## config.mk

```make
export PLATFORM = sky130hd
export DESIGN_NAME = lemming_world
export DESIGN_NICKNAME = d
export VERILOG_FILES = /design/src/rtl/lemming_pkg.sv /design/src/rtl/lemming_world_terrain.sv /design/src/rtl/lemming_world.sv
export SDC_FILE = /design/constraint.sdc
export NUM_CORES = 1
export LEC_CHECK = 0
export ABC_CLOCK_PERIOD_IN_PS = 2160
export CAP_MARGIN = 20
export CORE_MARGIN = 8
export CORE_UTILIZATION = 40
export DETAILED_ROUTE_END_ITERATION = 12
export MAX_ROUTING_LAYER = met4
export PLACE_DENSITY = 0.68
export REMOVE_ABC_BUFFERS = 1
export SETUP_SLACK_MARGIN = 0.5
export SLEW_MARGIN = 20
export SYNTH_ARGS = -nofsm -noshare
export SYNTH_HDL_FRONTEND = slang
export SYNTH_HIERARCHICAL = 1
export SYNTH_SLANG_ARGS = --single-unit
```

## constraint.sdc

```tcl
create_clock -name clk -period 2.16 [get_ports clk]
set_input_delay 0.432 -clock clk [delete_from_list [all_inputs] [get_ports clk]]
set_output_delay 0.432 -clock clk [all_outputs]
set_load 0.02 [all_outputs]
```

## src/rtl/lemming_pkg.sv

```systemverilog
// Shared constants for the lemming world environment model.
package lemming_pkg;

    localparam int SPLAT_LIMIT = 20;
    localparam int FALL_CNT_W  = 5;
    localparam int DEPTH_W     = 8;
    localparam int DIG_CNT_W   = 4;

endpackage

```

## src/rtl/lemming_world_terrain.sv

```systemverilog
// Ground bitmap for the corridor: bulk load, reload-to-init, single-cell clear and a read port.
module lemming_world_terrain #(
    parameter int               WIDTH       = 16,
    parameter logic [WIDTH-1:0] INIT_GROUND = '1,
    parameter int               POS_W       = 4
) (
    input  logic             clk,
    input  logic             areset_n,
    input  logic             load_i,
    input  logic [WIDTH-1:0] load_data_i,
    input  logic             reload_i,
    input  logic             clr_i,
    input  logic [POS_W-1:0] pos_i,
    output logic             bit_o
);

    logic [WIDTH-1:0] map_q, map_d;

    // An external load wins over everything; a landing reload wins over a dig clear.
    always_comb begin
        map_d = map_q;
        if (load_i) begin
            map_d = load_data_i;
        end else if (reload_i) begin
            map_d = INIT_GROUND;
        end else if (clr_i) begin
            map_d[pos_i] = 1'b0;
        end
    end

    always_ff @(posedge clk or negedge areset_n) begin
        if (!areset_n) begin
            map_q <= INIT_GROUND;
        end else begin
            map_q <= map_d;
        end
    end

    assign bit_o = map_q[pos_i];

endmodule

```

## src/rtl/lemming_world.sv

```systemverilog
// Closed-loop environment for the lemming walker FSM: position, digging, falling and sensors.
// Optional LEMMING_WORLD_SPLAT_EN enables the sticky splat flag on over-long falls.
module lemming_world
    import lemming_pkg::*;
#(
    parameter int               WIDTH       = 16,
    parameter int               START_POS   = WIDTH / 2,
    parameter logic [WIDTH-1:0] INIT_GROUND = '1,
    parameter int               DIG_CYCLES  = 4,
    parameter int               FALL_CYCLES = 3,
    localparam int              POS_W       = $clog2(WIDTH)
) (
    input  logic               clk,
    input  logic               areset_n,
    input  logic               walk_left,
    input  logic               walk_right,
    input  logic               aaah,
    input  logic               digging,
    input  logic               map_load,
    input  logic [WIDTH-1:0]   map_data,
    output logic               bump_left,
    output logic               bump_right,
    output logic               ground,
    output logic [POS_W-1:0]   pos,
    output logic [DEPTH_W-1:0] depth,
    output logic               splat,
    output logic               protocol_err
);

    localparam logic [POS_W-1:0]      POS_ONE   = POS_W'(1);
    localparam logic [POS_W-1:0]      POS_MAX   = POS_W'(WIDTH - 1);
    localparam logic [POS_W-1:0]      POS_START = POS_W'(START_POS);
    localparam logic [DIG_CNT_W-1:0]  DIG_LAST  = DIG_CNT_W'(DIG_CYCLES - 1);
    localparam logic [FALL_CNT_W-1:0] FALL_DONE = FALL_CNT_W'(FALL_CYCLES);

    logic [POS_W-1:0]      pos_q, pos_d;
    logic [DEPTH_W-1:0]    depth_q, depth_d;
    logic [DIG_CNT_W-1:0]  dig_cnt_q, dig_cnt_d;
    logic [FALL_CNT_W-1:0] fall_cnt_q, fall_cnt_d;
    logic                  aaah_q;
    logic                  splat_q, splat_d;
    logic                  perr_q, perr_d;
    logic                  violation, landing, dig_done, map_bit;

    assign violation = (walk_left && walk_right)
                    || (aaah && (walk_left || walk_right || digging))
                    || (digging && (walk_left || walk_right));
    assign landing   = aaah_q && !aaah;
    assign dig_done  = digging && (dig_cnt_q == DIG_LAST);

    always_comb begin
        pos_d      = pos_q;
        depth_d    = depth_q;
        dig_cnt_d  = dig_cnt_q;
        fall_cnt_d = fall_cnt_q;
        perr_d     = perr_q | violation;
        splat_d    = 1'b0;

        // Position is frozen mid-fall and while the lemming outputs are inconsistent.
        if (!violation && !aaah) begin
            if (walk_left && pos_q != '0) begin
                pos_d = pos_q - POS_ONE;
            end else if (walk_right && pos_q != POS_MAX) begin
                pos_d = pos_q + POS_ONE;
            end
        end

        if (landing || !digging || dig_done) begin
            dig_cnt_d = '0;
        end else begin
            dig_cnt_d = dig_cnt_q + DIG_CNT_W'(1);
        end

        if (landing) begin
            fall_cnt_d = '0;
        end else if (aaah && fall_cnt_q != '1) begin
            fall_cnt_d = fall_cnt_q + FALL_CNT_W'(1);
        end

        if (landing && depth_q != '1) begin
            depth_d = depth_q + DEPTH_W'(1);
        end

`ifdef LEMMING_WORLD_SPLAT_EN
        splat_d = splat_q | (landing && (fall_cnt_q > FALL_CNT_W'(SPLAT_LIMIT)));
`else
        splat_d = 1'b0;
`endif
    end

    always_ff @(posedge clk or negedge areset_n) begin
        if (!areset_n) begin
            pos_q      <= POS_START;
            depth_q    <= '0;
            dig_cnt_q  <= '0;
            fall_cnt_q <= '0;
            aaah_q     <= 1'b0;
            splat_q    <= 1'b0;
            perr_q     <= 1'b0;
        end else begin
            pos_q      <= pos_d;
            depth_q    <= depth_d;
            dig_cnt_q  <= dig_cnt_d;
            fall_cnt_q <= fall_cnt_d;
            aaah_q     <= aaah;
            splat_q    <= splat_d;
            perr_q     <= perr_d;
        end
    end

    lemming_world_terrain #(
        .WIDTH       (WIDTH),
        .INIT_GROUND (INIT_GROUND),
        .POS_W       (POS_W)
    ) u_terrain (
        .clk         (clk),
        .areset_n    (areset_n),
        .load_i      (map_load),
        .load_data_i (map_data),
        .reload_i    (landing),
        .clr_i       (dig_done),
        .pos_i       (pos_q),
        .bit_o       (map_bit)
    );

    assign bump_left    = walk_left && (pos_q == '0);
    assign bump_right   = walk_right && (pos_q == POS_MAX);
    assign ground       = aaah ? (fall_cnt_q >= FALL_DONE) : map_bit;
    assign pos          = pos_q;
    assign depth        = depth_q;
    assign splat        = splat_q;
    assign protocol_err = perr_q;

endmodule
```

==> results of run 1 <==
==> cell type report <==
type	count	area, um2
Fill cell	487	2120
Multi-Input combinational cell	150	1210
Timing Repair Buffer	71	637
Inverter	2	7.51
Clock buffer	7	76.3
Sequential cell	39	1000
Clock inverter	1	5.00
Tap cell	70	87.6
==> power breakdown <==
part	switching [uW]	leakage, uW	internal, uW
Clock	241	0.0000422	227
Combinational	577	0.000774	655
Sequential	168	0.000454	891
==> worst max-delay path, stage by stage, from the launching register on <==
cell                      delay, ns
sky130_fd_sc_hd__dfrtp_2       0.45
sky130_fd_sc_hd__mux4_2        0.51
sky130_fd_sc_hd__mux2i_1       0.17
sky130_fd_sc_hd__mux2i_1       0.10
sky130_fd_sc_hd__nor2_1        0.11
sky130_fd_sc_hd__a31oi_1       0.05
sky130_fd_sc_hd__buf_2         0.17
==> registers in the layout, indices dropped and copies added, names as in the netlist <==
register and flops:
u_terrain/map_q 16, depth 8, fall_cnt_q 5, dig_cnt_q 4
pos 4, aaah_q 1, protocol_err 1
==> repair_timing <==
item,4_1_cts,5_1_grt
endpoints found under the setup margin,47,30
hold buffers,0,0
resized for setup,68,20
pin swaps,6,13
setup buffers,5,5
==> per-layer routing <==
metal,global-route usage,routed length (um),up-vias
met5,-,0,-
met4,0.0453,40,0
met3,0.0230,102,2
met2,0.220,2450,24
met1,0.181,2480,888
li1,-,-,861
==> cells in the final DEF (no fill, tap or decap), drive strengths merged, types with 2 or more instances in the layout <==
cell type      synthesis  routed
clkdlybuf4s50          0      19
nand4                  3       3
mux2i                  4       4
nor3                   2       2
nor2b                 17      17
xor2                   5       5
clkbuf                 3       7
mux4                   4       4
buf                    5      39
xnor2                  7       7
or3b                   2       2
and3                   3       3
dfstp                 17      17
or4                    2       2
nand3                  5       5
nand4b                 2       2
nor2                  13      13
nand2                  6       6
inv                    2       2
ha                     5       5
mux2                   6       6
nor4                   2       2
a21oi                 17      17
dlygate4sd2            0      10
a22o                   5       5
dfrtp                 22      22
clkdlybuf4s15          0       2
or4b                   2       2
nand3b                 3       3
nand2b                 2       2
o21ai                 20      20
==> logic make-up (layout without fill, tap and decap cells) <==
group | Yosys count | after routing
flip-flops | 39 | 39
adder cells (fa/ha/maj) | 6 | 6
buffers and inverters | 10 | 81
other | 1 | 1
multiplexers | 14 | 14
AND/OR/NAND/NOR | 69 | 69
XOR/XNOR | 12 | 12
AO/OA/AOI/OAI | 48 | 48
==> how the worst max path moves through the flow <==
stage                             from     end  depth (start not counted)
finish              pos[0]$_DFFE_PN0P_  ground                          6
global route        pos[0]$_DFFE_PN0P_  ground                          6
CTS                 pos[0]$_DFFE_PN0P_  ground                          6
detailed placement  pos[0]$_DFFE_PN0P_  ground                          6
global placement    pos[0]$_DFFE_PN0P_  ground                          6
floorplan           pos[0]$_DFFE_PN0P_  ground                          5
==> per-stage QoR <==
step / TNS (ns) / util / setup WS (ns)
finish: -0.127 / 0.588 / -0.122
global route: -0.332 / 0.588 / -0.203
CTS: -0.118 / 0.568 / -0.118
detailed placement: -1.30 / 0.530 / -0.277
global placement: -0.850 / 0.530 / -0.214
floorplan: 0 / - / 0.0522
==> reports/qor.txt, run 1 <==
non-filler cells in the finished layout - 340
number of warnings issued by yosys - 6
largest voltage drop on the vdd net - 0.382 mV
initial standard-cell utilization of the core - 0.416
post-synthesis async set-or-reset flop share - 1.00
TritonCTS clock tree - done
number of nets in the layout - 297
startpoint of the worst-slack reg-to-reg timing path - pos[0]$_DFFE_PN0P_
antenna violations before repair - 0
placer congestion estimate - 0.820
post-route fraction of the period consumed by the critical path - 1.06
Critical R2R Capture - pos[1]$_DFFE_PN0P_
count of inserted antenna diode cells - 0
total vias in the final route - 1775
Static Leakage - 0.00127 uW
Final Worst Setup Slack - -0.122 ns
number of pins with negative max-slew slack in the final report - 0
wire length of the first global-routing pass - 8.57 mm
worst min-delay path category - input pin to asynchronous set/reset pin
DR WL/cell - 14.9 um
complex-gate fraction of the synthesized area - 0.132
Area growth, synth to finish - 41.3%
share of final-layout standard cells stronger than drive strength 1 - 0.393
Setup crit end kind - output pin
most used flip-flop cell after synthesis - sky130_fd_sc_hd__dfrtp_1
most frequent cells after synthesis - 22 x sky130_fd_sc_hd__dfrtp_1, 17 x sky130_fd_sc_hd__a21oi_1, 17 x sky130_fd_sc_hd__dfstp_2, 17 x sky130_fd_sc_hd__nor2b_1, 14 x sky130_fd_sc_hd__o21ai_1
unrepaired setup endpoints after global routing - true
clk root buf - sky130_fd_sc_hd__clkbuf_8
simple-gate share of the synthesized area - 0.197
cells taking the most area after synthesis - sky130_fd_sc_hd__dfrtp_1 26%, sky130_fd_sc_hd__dfstp_2 21%, sky130_fd_sc_hd__nor2b_1 5.0%
largest buffer count on any clock path - 2
pin count of the biggest net entering global routing - 17
sequential element share of the synthesized area - 0.466
FP Rows - 26
required time worst endpoint - 1.73 ns
CTS sink cnt - 39
area of all placed cells without fillers - 0.00302 mm2
vias per std cell - 5.22
worst hold slack - 0.0181 ns
arithmetic-cell share of the synthesized area counting full adders, half adders and majority gates - 0.0339
P per Cell Area - 913 mW/mm2
Worst-path clk slew - 0.08 ns
overall power of the completed layout - 2760 uW
average cell area after synthesis - 10.7 um2
violated checks - setup timing
number of register bits inferred by synthesis - 39
number of buffers inserted during clock tree synthesis - 5
Cell Count Post-Placement - 322
EDFF count, synth - 0
DRC - 0
Yosys top cell by area - sky130_fd_sc_hd__dfrtp_1
gate count after technology mapping - 199
dpl cell area - 0.00273 mm2
floorplan core area - 0.00514 mm2
upper clock frequency limit - 0.438 GHz
Register-to-Register Setup Slack - 0.02 ns
Max Fanout on Critical Path - 6
data arrival time at the worst-slack endpoint - 1.85 ns
Routed WL - 5.07 mm
Worst-Skew Late Latency - 0.28 ns
remaining antenna violation count after routing - 0
Max-Cap Viols - 0
I/O Pins - 40
R2R cell count - 7
Unique masters post-synth - 48
DP Wirelength - 3.80 mm
total number of H-tree levels - 2
run status - complete, but fails checks
cell with the most instances after synthesis - sky130_fd_sc_hd__dfrtp_1
Layout Skew - 0.00608 ns
y dimension of the die - 89.1 um
remaining global-route overflow - 0
WS Path Type - register to output pin
Die Area - 0.00794 mm2
final setup fails - 2
GRT Overall Usage - 0.140
fin crit period - 2.28 ns
Port Buffer Count - 38
xor-xnor portion of the synthesized cell area - 0.0492
DRT Pass-1 Iters - 4
final count of hold timing violations - 0
Critical Path Source Type - register
initial DRC count - 46
post-synthesis mux area share - 0.0942
Post-Syn Area - 0.00214 mm2
via count of the first global-routing pass - 1806
Die W - 89.1 um
post-synth top area share - 0.257
dominant combinational cell family by area after synthesis - simple AND/OR/NAND/NOR gates
Note: power is estimated with default switching activity, not from simulation.
==> run 2, diff against run 1 <==
--- a/config.mk
+++ b/config.mk
@@ -5,17 +5,17 @@
 export SDC_FILE = /design/constraint.sdc
 export NUM_CORES = 1
 export LEC_CHECK = 0
+export ABC_AREA = 1
 export ABC_CLOCK_PERIOD_IN_PS = 2160
 export CAP_MARGIN = 20
 export CORE_MARGIN = 8
 export CORE_UTILIZATION = 40
 export DETAILED_ROUTE_END_ITERATION = 12
 export MAX_ROUTING_LAYER = met4
-export PLACE_DENSITY = 0.68
+export PLACE_DENSITY = 0.69
 export REMOVE_ABC_BUFFERS = 1
 export SETUP_SLACK_MARGIN = 0.5
 export SLEW_MARGIN = 20
 export SYNTH_ARGS = -nofsm -noshare
 export SYNTH_HDL_FRONTEND = slang
-export SYNTH_HIERARCHICAL = 1
 export SYNTH_SLANG_ARGS = --single-unit
==> reports/qor.txt, run 2 <==
slew at the pin with the worst max-slew slack - 0.676 ns
post-route fraction of the period consumed by the critical path - 0.954 (was 1.06)
Switching Fraction - 0.395 (was 0.357)
final count of hold timing violations - 0 (unchanged)
cell with the most instances after synthesis - sky130_fd_sc_hd__nand2_1 (was sky130_fd_sc_hd__dfrtp_1)
Clock power frac - 0.199 (was 0.170)
Routed WL - 6.07 mm (was 5.07 mm)
TritonCTS clock tree - done (unchanged)
P per Cell Area - 1160 mW/mm2 (was 913 mW/mm2)
unrepaired setup endpoints after global routing - true (unchanged)
worst min-delay path category - input pin to asynchronous set/reset pin (unchanged)
WS Path Type - register to output pin (unchanged)
remaining global-route overflow - 0 (unchanged)
upper clock frequency limit - 0.485 GHz (was 0.438 GHz)
Sequential Area - 0.00100 mm2 (unchanged)
remaining antenna violation count after routing - 0 (unchanged)
filler cell count - 450 (was 487)
number of warnings issued by yosys - 0 (was 6)
required time worst endpoint - 1.73 ns (about the same)
switching power summed over all nets - 1460 uW (was 986 uW)
share of final-layout standard cells stronger than drive strength 1 - 0.354 (was 0.393)
largest buffer count on any clock path - 2 (unchanged)
total number of H-tree levels - 2 (unchanged)
number of buffers inserted during clock tree synthesis - 5 (unchanged)
cell type of the slowest stage on the worst timing path - sky130_fd_sc_hd__dfrtp_2 (was sky130_fd_sc_hd__mux4_2)
kind of cell adding the most delay to the critical path - flip-flops (was multiplexers)
number of buffers added to fix hold violations after cts - 0 (unchanged)
data arrival time at the worst-slack endpoint - 1.63 ns (was 1.85 ns)
pin count of the biggest net entering global routing - 30 (was 17)
Critical Path Source Type - register (unchanged)
Area growth, synth to finish - 46.5% (was 41.3%)
commonest non-fill, non-tap cells in the layout - 33 x sky130_fd_sc_hd__buf_4, 32 x sky130_fd_sc_hd__inv_1, 30 x sky130_fd_sc_hd__nand2_1 (was 26 x sky130_fd_sc_hd__buf_4, 19 x sky130_fd_sc_hd__dfrtp_1, 19 x sky130_fd_sc_hd__clkdlybuf4s50_1)
Yosys top cell by area - sky130_fd_sc_hd__dfrtp_1 (unchanged)
Post-Syn Area - 0.00217 mm2 (was 0.00214 mm2)
largest voltage drop on the vdd net - 0.440 mV (was 0.382 mV)
Static Leakage - 0.00151 uW (was 0.00127 uW)
Port Buffer Count - 38 (unchanged)
wire length of the first global-routing pass - 9.32 mm (was 8.57 mm)
fin crit period - 2.06 ns (was 2.28 ns)
post-synthesis async set-or-reset flop share - 1.00 (unchanged)
floorplan core area - 0.00537 mm2 (was 0.00514 mm2)
internal power of the cells - 2240 uW (was 1770 uW)
Die W - 89.7 um (was 89.1 um)
Worst-Skew Late Latency - 0.30 ns (was 0.28 ns)
initial DRC count - 105 (was 46)
DP Wirelength - 4.23 mm (was 3.80 mm)
placer congestion estimate - 0.870 (was 0.820)
DR WL/cell - 14.9 um (about the same)
Register-to-Register Setup Slack - 0.35 ns (was 0.02 ns)
sequential element share of the synthesized area - 0.459 (was 0.466)
y dimension of the die - 89.7 um (was 89.1 um)
Unique masters post-synth - 33 (was 48)
DRC - 0 (unchanged)
initial standard-cell utilization of the core - 0.404 (was 0.416)
FP Rows - 27 (was 26)
Worst-path clk slew - 0.08 ns (about the same)
cells taking the most area after synthesis - sky130_fd_sc_hd__dfrtp_1 25%, sky130_fd_sc_hd__dfstp_2 21%, sky130_fd_sc_hd__nand2_1 6.2% (was sky130_fd_sc_hd__dfrtp_1 26%, sky130_fd_sc_hd__dfstp_2 21%, sky130_fd_sc_hd__nor2b_1 5.0%)
cell breakdown of the critical path - inv_2 -> nand2_4 -> o22ai_1 -> o21ai_1 -> nand3_1 -> nor2_1 -> nor2_1 -> buf_4 (was mux4_2 -> mux2i_1 -> mux2i_1 -> nor2_1 -> a31oi_1 -> buf_2)
Final Core Density - 0.592 (was 0.588)
Setup crit end kind - output pin (unchanged)
Layout Skew - 0.00657 ns (was 0.00608 ns)
startpoint of the worst-slack reg-to-reg timing path - pos[1]$_DFFE_PN0P_ (was pos[0]$_DFFE_PN0P_)
total vias in the final route - 2072 (was 1775)
I/O Pins - 40 (unchanged)
antenna violations before repair - 0 (unchanged)
number of flip-flops in the largest register - 16 (unchanged)
vias per std cell - 5.08 (was 5.22)
CP peak stage delay - 0.48 ns (was 0.51 ns)
part of the total power dissipated in sequential elements - 0.300 (was 0.384)
gate count after technology mapping - 258 (was 199)
GRT Overall Usage - 0.156 (was 0.140)
most frequent cells after synthesis - 36 x sky130_fd_sc_hd__nand2_1, 34 x sky130_fd_sc_hd__inv_1, 22 x sky130_fd_sc_hd__dfrtp_1 (was 22 x sky130_fd_sc_hd__dfrtp_1, 17 x sky130_fd_sc_hd__a21oi_1, 17 x sky130_fd_sc_hd__dfstp_2, 17 x sky130_fd_sc_hd__nor2b_1, 14 x sky130_fd_sc_hd__o21ai_1)
post-synth top area share - 0.253 (was 0.257)
number of pins with negative max-slew slack in the final report - 0 (unchanged)
EDFF count, synth - 0 (unchanged)
cell type with the highest occurrence count on the critical path - sky130_fd_sc_hd__nor2_1 (was sky130_fd_sc_hd__mux2i_1)
Max-Cap Viols - 0 (unchanged)
run status - complete, no violations (was complete, but fails checks)
Die Area - 0.00804 mm2 (was 0.00794 mm2)
Buf/Inv on CP - 2 (was 1)
clk root buf - sky130_fd_sc_hd__clkbuf_8 (unchanged)
DRT Pass-1 Iters - 4 (unchanged)
Worst setup startpoint - pos[0]$_DFFE_PN0P_ (unchanged)
Max Fanout on Critical Path - 7 (was 6)
average cell area after synthesis - 8.42 um2 (was 10.7 um2)
worst max-slew margin expressed relative to the limit - 0.549
count of inserted antenna diode cells - 0 (unchanged)
leading cell type in the layout, fill and taps excluded - sky130_fd_sc_hd__buf_4 (unchanged)
final setup fails - 0 (was 2)
number of nets in the layout - 363 (was 297)
number of register bits inferred by synthesis - 39 (unchanged)
via count of the first global-routing pass - 1951 (was 1806)
area of combinational cells with multiple inputs - 0.00113 mm2 (was 0.00121 mm2)
most used flip-flop cell after synthesis - sky130_fd_sc_hd__dfrtp_1 (unchanged)
overall power of the completed layout - 3690 uW (was 2760 uW)
combinational fraction of design power - 0.501 (was 0.447)
top register by number of flip-flops - u_terrain.map_q (was u_terrain/map_q)
CTS sink cnt - 39 (unchanged)
==> run 2: cell count changes after synthesis, moves of 10 or more <==
| cell | previous run | this run |
|---|---|---|
| sky130_fd_sc_hd__inv_1 | 2 | 34 |
| sky130_fd_sc_hd__nand2_1 | 6 | 36 |
| sky130_fd_sc_hd__nor2b_1 | 17 | 0 |
| sky130_fd_sc_hd__a22oi_1 | 1 | 12 |
| sky130_fd_sc_hd__nand3_1 | 5 | 16 |
| sky130_fd_sc_hd__a21oi_1 | 17 | 7 |
==> run 2: worst paths after layout <==
check / depth (start not counted) / to
max: 8 / ground
min: 1 / pos[0]$_DFFE_PN0P_
max reg2reg: 13 / pos[2]$_DFFE_PN0P_
min reg2reg: 1 / dig_cnt_q[0]$_DFF_PN0_
max in group asynchronous: 2 / u_terrain.map_q[9]$_DFFE_PN1P_
min in group clk: 2 / aaah_q$_DFF_PN0_
==> run 2: worst register-to-register path: stages (launching register included) <==
cell and delay (ns):
sky130_fd_sc_hd__dfrtp_2 0.47, sky130_fd_sc_hd__nor2_4 0.20, sky130_fd_sc_hd__buf_6 0.12, sky130_fd_sc_hd__buf_6 0.10, sky130_fd_sc_hd__nand2_8 0.08, sky130_fd_sc_hd__nand2_8 0.10
sky130_fd_sc_hd__nand2_4 0.05, sky130_fd_sc_hd__nand2_2 0.05, sky130_fd_sc_hd__inv_2 0.05, sky130_fd_sc_hd__ha_4 0.15, sky130_fd_sc_hd__inv_2 0.04, sky130_fd_sc_hd__nand2_2 0.05
sky130_fd_sc_hd__xor2_2 0.14, sky130_fd_sc_hd__o21ai_1 0.13
==> run 2: power by group through the flow <==
stage / combinational (uW) / clock [uW] / sequential [uW]
after floorplan: 721 / 0 / 1210
after global placement: 1470 / 0 / 1100
after detailed placement: 1490 / 0 / 1110
after CTS: 1570 / 743 / 1110
after global routing: 2020 / 777 / 1130
final: 1850 / 735 / 1110
==> run 2: logic make-up (layout without fill, tap and decap cells) <==
logic type                 after synthesis  in the layout  share of synthesized area
AOI/OAI and AO/OA                       58             58                      0.168
xor gates and xnor gates                 9              9                     0.0363
adders and majority gates                6              6                     0.0340
buffers and inverters                   49            127                     0.0922
DFF                                     39             39                      0.459
other                                    1              1                    0.00173
and+or+nand+nor                         96             96                      0.209
==> run 2: area by class of cell <==
cell class                      instances  share of cell area
Timing Repair Buffer                   76               0.207
Sequential cell                        39               0.315
Tap cell                               72              0.0283
Clock inverter                          3              0.0212
Multi-Input combinational cell        170               0.355
Inverter                               43              0.0519
Clock buffer                            5              0.0216
==> run 2: per-stage QoR <==
stage               std cells  hold slack [ns]  TNS (ns)  worst slack [ns]  instance area (um2)
finish                    408            0.166         0             0.100                 3180
global placement          386            0.449    -0.151            -0.151                 2780
global route              408            0.211  -0.00386          -0.00386                 3180
floorplan                 252            0.136         0             0.260                 2130
CTS                       401            0.189         0            0.0777                 2970
detailed placement        386            0.460    -0.164            -0.164                 2780
==> run 2: timing repair <==
action / 4_1_cts / 5_1_grt
pin swaps: 8 / 14
cloned: 0 / 0
gates resized for setup: 48 / 39
endpoints found under the setup margin: 28 / 29
setup buffers: 7 / 7
==> run 2: routing by layer <==
layer,GRT usage,routed length (um),vias to the layer above
li1,-,-,1021
met3,0.0355,358,8
met1,0.177,2550,989
met2,0.269,3090,54
met5,-,0,-
met4,0.0438,65,0
==> run 3, diff against run 2 <==
--- a/config.mk
+++ b/config.mk
@@ -11,6 +11,7 @@
 export CORE_MARGIN = 8
 export CORE_UTILIZATION = 40
 export DETAILED_ROUTE_END_ITERATION = 12
+export GPL_ROUTABILITY_DRIVEN = 0
 export MAX_ROUTING_LAYER = met4
 export PLACE_DENSITY = 0.69
 export REMOVE_ABC_BUFFERS = 1
==> results of run 3 <==
The final DEF is identical to that of run 2; final timing and power are the same.
